--- config.mk ---
export PLATFORM = sky130hd
export DESIGN_NAME = oen_bus_arbiter
export DESIGN_NICKNAME = d
export VERILOG_FILES = /design/src/rtl/oen_arb_pkg.sv /design/src/rtl/oen_bus_arbiter_rr_pick.sv /design/src/rtl/oen_bus_arbiter.sv
export SDC_FILE = /design/constraint.sdc
export NUM_CORES = 1
export LEC_CHECK = 0
export ABC_AREA = 1
export CAP_MARGIN = 15
export CORE_ASPECT_RATIO = 1.1
export CORE_UTILIZATION = 30
export DETAILED_ROUTE_END_ITERATION = 10
export MAX_ROUTING_LAYER = met4
export PLACE_DENSITY = 0.6
export RECOVER_POWER = 50
export SYNTH_ARGS = -nofsm -noshare
export SYNTH_HDL_FRONTEND = slang
export SYNTH_SLANG_ARGS = --single-unit
export TNS_END_PERCENT = 50
--- constraint.sdc ---
create_clock -name clk -period 3.75 [get_ports clk]
set_input_delay 0.75 -clock clk [delete_from_list [all_inputs] [get_ports clk]]
set_output_delay 0.75 -clock clk [all_outputs]
set_load 0.05 [all_outputs]
--- src/rtl/oen_arb_pkg.sv ---
// Shared types and constants for the output-enable bus arbiter.
package oen_arb_pkg;

  localparam int N_REQ = 4;

  typedef enum logic [1:0] {
    IDLE  = 2'd0,
    GRANT = 2'd1,
    TURN  = 2'd2
  } state_t;

  function automatic logic [N_REQ-1:0] onehot(input logic [1:0] idx);
    return 4'b0001 << idx;
  endfunction

endpackage

--- src/rtl/oen_bus_arbiter_rr_pick.sv ---
// Combinational round-robin winner search starting just after the last owner.
module rr_pick
  import oen_arb_pkg::*;
(
  input  logic [N_REQ-1:0] req,
  input  logic [1:0]       last,
  output logic [1:0]       win,
  output logic             any
);

  logic [1:0] cand;

  // Walk from lowest to highest priority so the highest-priority hit lands last.
  always_comb begin
    win  = last;
    any  = 1'b0;
    cand = last;
    for (int k = N_REQ; k >= 1; k--) begin
      cand = last + k[1:0];
      if (req[cand]) begin
        win = cand;
        any = 1'b1;
      end else begin
        any = any;
      end
    end
  end

endmodule

--- src/rtl/oen_bus_arbiter.sv ---
// Round-robin owner of a shared bus with a bounded hold time and a one-cycle
// turnaround gap between owners.
module oen_bus_arbiter
  import oen_arb_pkg::*;
#(
  parameter int HOLD = 4
) (
  input  logic             clk,
  input  logic             clr,
  input  logic [N_REQ-1:0] req,
  output logic [N_REQ-1:0] Oen,
  output logic [1:0]       gnt_id,
  output logic             gnt_valid,
  output logic             expired
);

  localparam logic [3:0] HOLD_LAST = 4'(HOLD - 1);

  state_t           state, state_nx;
  logic [3:0]       cnt, cnt_nx;
  logic [1:0]       last, last_nx;
  logic [N_REQ-1:0] oen_nx;
  logic [1:0]       id_nx;
  logic             exp_nx;
  logic [1:0]       win;
  logic             any;

  rr_pick u_pick (
    .req  (req),
    .last (last),
    .win  (win),
    .any  (any)
  );

  // Next-state and next-output decision; TURN arbitrates exactly like IDLE.
  always_comb begin
    state_nx = state;
    cnt_nx   = cnt;
    last_nx  = last;
    oen_nx   = Oen;
    id_nx    = gnt_id;
    exp_nx   = 1'b0;
    case (state)
      IDLE, TURN: begin
        oen_nx = 4'b0000;
        cnt_nx = 4'd0;
        if (any) begin
          state_nx = GRANT;
          oen_nx   = onehot(win);
          id_nx    = win;
          last_nx  = win;
        end else begin
          state_nx = IDLE;
        end
      end
      GRANT: begin
        // Voluntary release wins over the hold limit when both happen together.
        if (!req[gnt_id]) begin
          state_nx = TURN;
          oen_nx   = 4'b0000;
          cnt_nx   = 4'd0;
        end else if (cnt == HOLD_LAST) begin
          state_nx = TURN;
          oen_nx   = 4'b0000;
          cnt_nx   = 4'd0;
          exp_nx   = 1'b1;
        end else begin
          cnt_nx = cnt + 4'd1;
        end
      end
      default: begin
        state_nx = IDLE;
        oen_nx   = 4'b0000;
        cnt_nx   = 4'd0;
      end
    endcase
  end

  // State and registered outputs; last resets to 3 so req[0] goes first.
  always_ff @(posedge clk or posedge clr) begin
    if (clr) begin
      state     <= IDLE;
      cnt       <= 4'd0;
      last      <= 2'd3;
      Oen       <= 4'b0000;
      gnt_id    <= 2'd0;
      gnt_valid <= 1'b0;
      expired   <= 1'b0;
    end else begin
      state     <= state_nx;
      cnt       <= cnt_nx;
      last      <= last_nx;
      Oen       <= oen_nx;
      gnt_id    <= id_nx;
      gnt_valid <= |oen_nx;
      expired   <= exp_nx;
    end
  end

endmodule
==> impl_metrics.py <==
metrics = {
    "floorplan": {
        "dieArea_sq_um": 3196,
        "rows": 20,
        "core_area_sq_um": 2803,
        "dieHeight_um": 59.19,
        "initial_core_util_pct": 31.83,
        "die_x_um": 54.00,
        "ios": 14,
    },
    "clocking": {
        "clk_pin_slew_ps": 90,
        "clockRootBuffer": "clkbuf_4",
        "cts_made_buffers": 3,
        "cts.sinks": 16,
        "cts_setup_buffers": 0,
        "clock_path_buffers": 2,
        "clkLatencyLatePin_ps": 280,
        "cts_tree": "yes",
        "htreeDepth": 1,
        "cts_hold_buf": 0,
        "cts_resized": 0,
    },
    "power": {
        "power_density_nw_per_um2": 911.7,
        "total_power_mw": 0.9924,
        "power_leakage_nw": 0.5643,
        "ir_drop_mv": 0.5189,
    },
    "synth": {
        "synth.distinct_cells": 21,
        "synth_top_area_share_pct": 39.27,
        "synth.avg_cell_area_sq_um": 7.895,
        "synth_top_cells_by_count": "nand2_1 (31), dfrtp_1 (14), inv_1 (14)",
        "synth_nets": 120,
        "synth_warnings": 0,
        "synth_area_leaders": "dfrtp_1 (39%), nand2_1 (13%), nand2_2 (9.1%)",
        "synth_seq_cells": 16,
        "synthArstFlopShare_pct": 100.0,
        "synth_most_common_cell": "nand2_1",
        "synthFlopType": "dfrtp_1",
        "synth_edf_count": 0,
        "seq_area_frac_synth_pct": 45.16,
        "synth_cells": 113,
        "netlist_area_sq_um": 892.1,
        "synth_top_area_cell": "dfrtp_1",
    },
    "timing": {
        "period_share_pct": 59.50,
        "tns_ps": 0,
        "fmax_mhz": 448.2,
        "hold_viol": 0,
        "rsz0062_at_grt": "no",
        "clock_skew_ps": 1.609,
        "finalCriticalPeriod_ps": 2231,
        "finalSetupViolations": 0,
        "tightest_slew_ps": 593.0,
        "worst_slew_margin_rel_pct": 60.42,
        "maxSlewViolCount": 0,
        "timing.hold.ws_ps": 467.3,
    },
    "critical_path": {
        "reg2reg_from": "last[0]",
        "crit_family": "buffers and inverters",
        "required_ps": 3000,
        "critPathMaxFanout": 4,
        "critPathCaptureType": "output port",
        "path_buf_inv": 1,
        "worstPathCellList": "clkdlybuf4s50_1",
        "start_kind": "flop",
        "path_class": "reg2out",
        "crit_start": "gnt_id[0]",
        "worstPathArrival_ps": 1480,
        "max_stage_delay_ps": 810,
        "cp_slowest_cell": "clkdlybuf4s50_1",
    },
    "global_routing": {
        "grt_pass1_vias": 746,
        "antenna_found_initial": 0,
        "gr-usage-all-layers_pct": 12.88,
        "grt_pass1_wl_um": 2960,
        "overflow": 0,
        "grt_max_degree": 17,
    },
    "placement": {
        "placement.io_buffers": 13,
        "hpwl_um": 1325,
        "routabilityCongestion": 0.7247,
    },
    "detailed_routing": {
        "num_vias": 732,
        "drt-total-wl_um": 1713,
        "drt_iter0_drc": 10,
        "ant_nets": 0,
        "top_layer": "met4",
        "routed_via_density": 4.519,
        "route.met2.wl_um": 783,
        "drt-met1-wl_um": 827,
        "dr_wl_met3_um": 68,
        "post_drt_wl_per_cell_um": 10.57,
        "firstDrtPassIters": 4,
        "drc": 0,
    },
    "status": {
        "status": "complete, no violations",
    },
    "layout": {
        "nFillCells": 295,
        "area_growth_pct": 22.02,
        "postLayoutCoreUtil_pct": 38.84,
        "drive_gt1_share_pct": 20.93,
        "num_antenna_cells": 0,
        "nNetsFinal": 137,
    },
    "flow_run": {
        "cap_viol_max_count": 0,
    },
    "hold_path": {
        "min-delay-start": "cnt[0]",
        "hold_path.class": "reg2reg",
    },
}
[cell usage in the layout (no fill, tap or decap), drive strengths merged]
| cell type | netlist | final |
|---|---|---|
| clkdlybuf4s50 | 0 | 11 |
| dlygate4sd3 | 0 | 2 |
| inv | 16 | 16 |
| nand4 | 4 | 4 |
| clkbuf | 0 | 4 |
| o22ai | 1 | 1 |
| dfstp | 2 | 2 |
| xnor2 | 1 | 1 |
| and3 | 1 | 1 |
| clkinv | 1 | 1 |
| nand2 | 46 | 46 |
| xor2 | 1 | 1 |
| dfrtp | 14 | 14 |
| ha | 1 | 1 |
| o21ai | 6 | 6 |
| nor2 | 11 | 11 |
| nand3 | 7 | 7 |
[through the flow]
stage,setup WS [ps],cells,cell area [sq um]
6_report,1519,162,1089
3_3_place_gp,1448,158,1052
4_1_cts,1492,162,1089
5_1_grt,1466,162,1089
3_5_place_dp,1439,158,1052
2_1_floorplan,2159,113,892.1
[cells by family after synthesis]
| group | count (synthesis) | share of synthesized area, % |
|---|---|---|
| AND/OR/NAND/NOR | 69 | 38.43 |
| buffers and inverters | 18 | 8.975 |
| flip-flops | 16 | 45.16 |
| AO/OA/AOI/OAI | 7 | 4.068 |
| XOR/XNOR | 2 | 1.964 |
| adder cells (fa/ha/maj) | 1 | 1.402 |
[report_power, final]
group          leakage, nW  switching [mW]  internal (mW)
combinational        0.339           0.397          0.195
clock               0.0210          0.0532         0.0591
sequential           0.204          0.0475          0.241
total                0.564           0.497          0.495
[cell type report]
cell class	count	area (sq um)	share of cell area [%]
well taps	33	41.29	3.793
multi-input cells	79	409.1	37.59
repair buffers	13	130.1	11.95
clock buffers	4	36.28	3.333
inverters	17	68.82	6.322
flip-flops and latches	16	402.9	37.01
[registers in the layout, indices dropped and copies added, names as in the netlist]
signal,flops
Oen,4
cnt,4
gnt_id,2
last,2
state,2
expired,1
gnt_valid,1
[per-layer routing]
metal	global-route usage (%)	up-vias
met2	20.11	16
met5	-	-
met1	16.67	329
met4	5.495	0
met3	1.538	5
li1	-	382
[final timing paths]
path	end	cells after the start	slack, ps
max	gnt_id[0]	1	1520
min	cnt[0]	1	470
max reg2reg	gnt_valid	13	2090
min reg2reg	cnt[0]	1	470
max in group asynchronous	Oen[2]	2	2410
min in group asynchronous	cnt[2]	2	960
No activity file was read; power rests on OpenSTA's default activity.
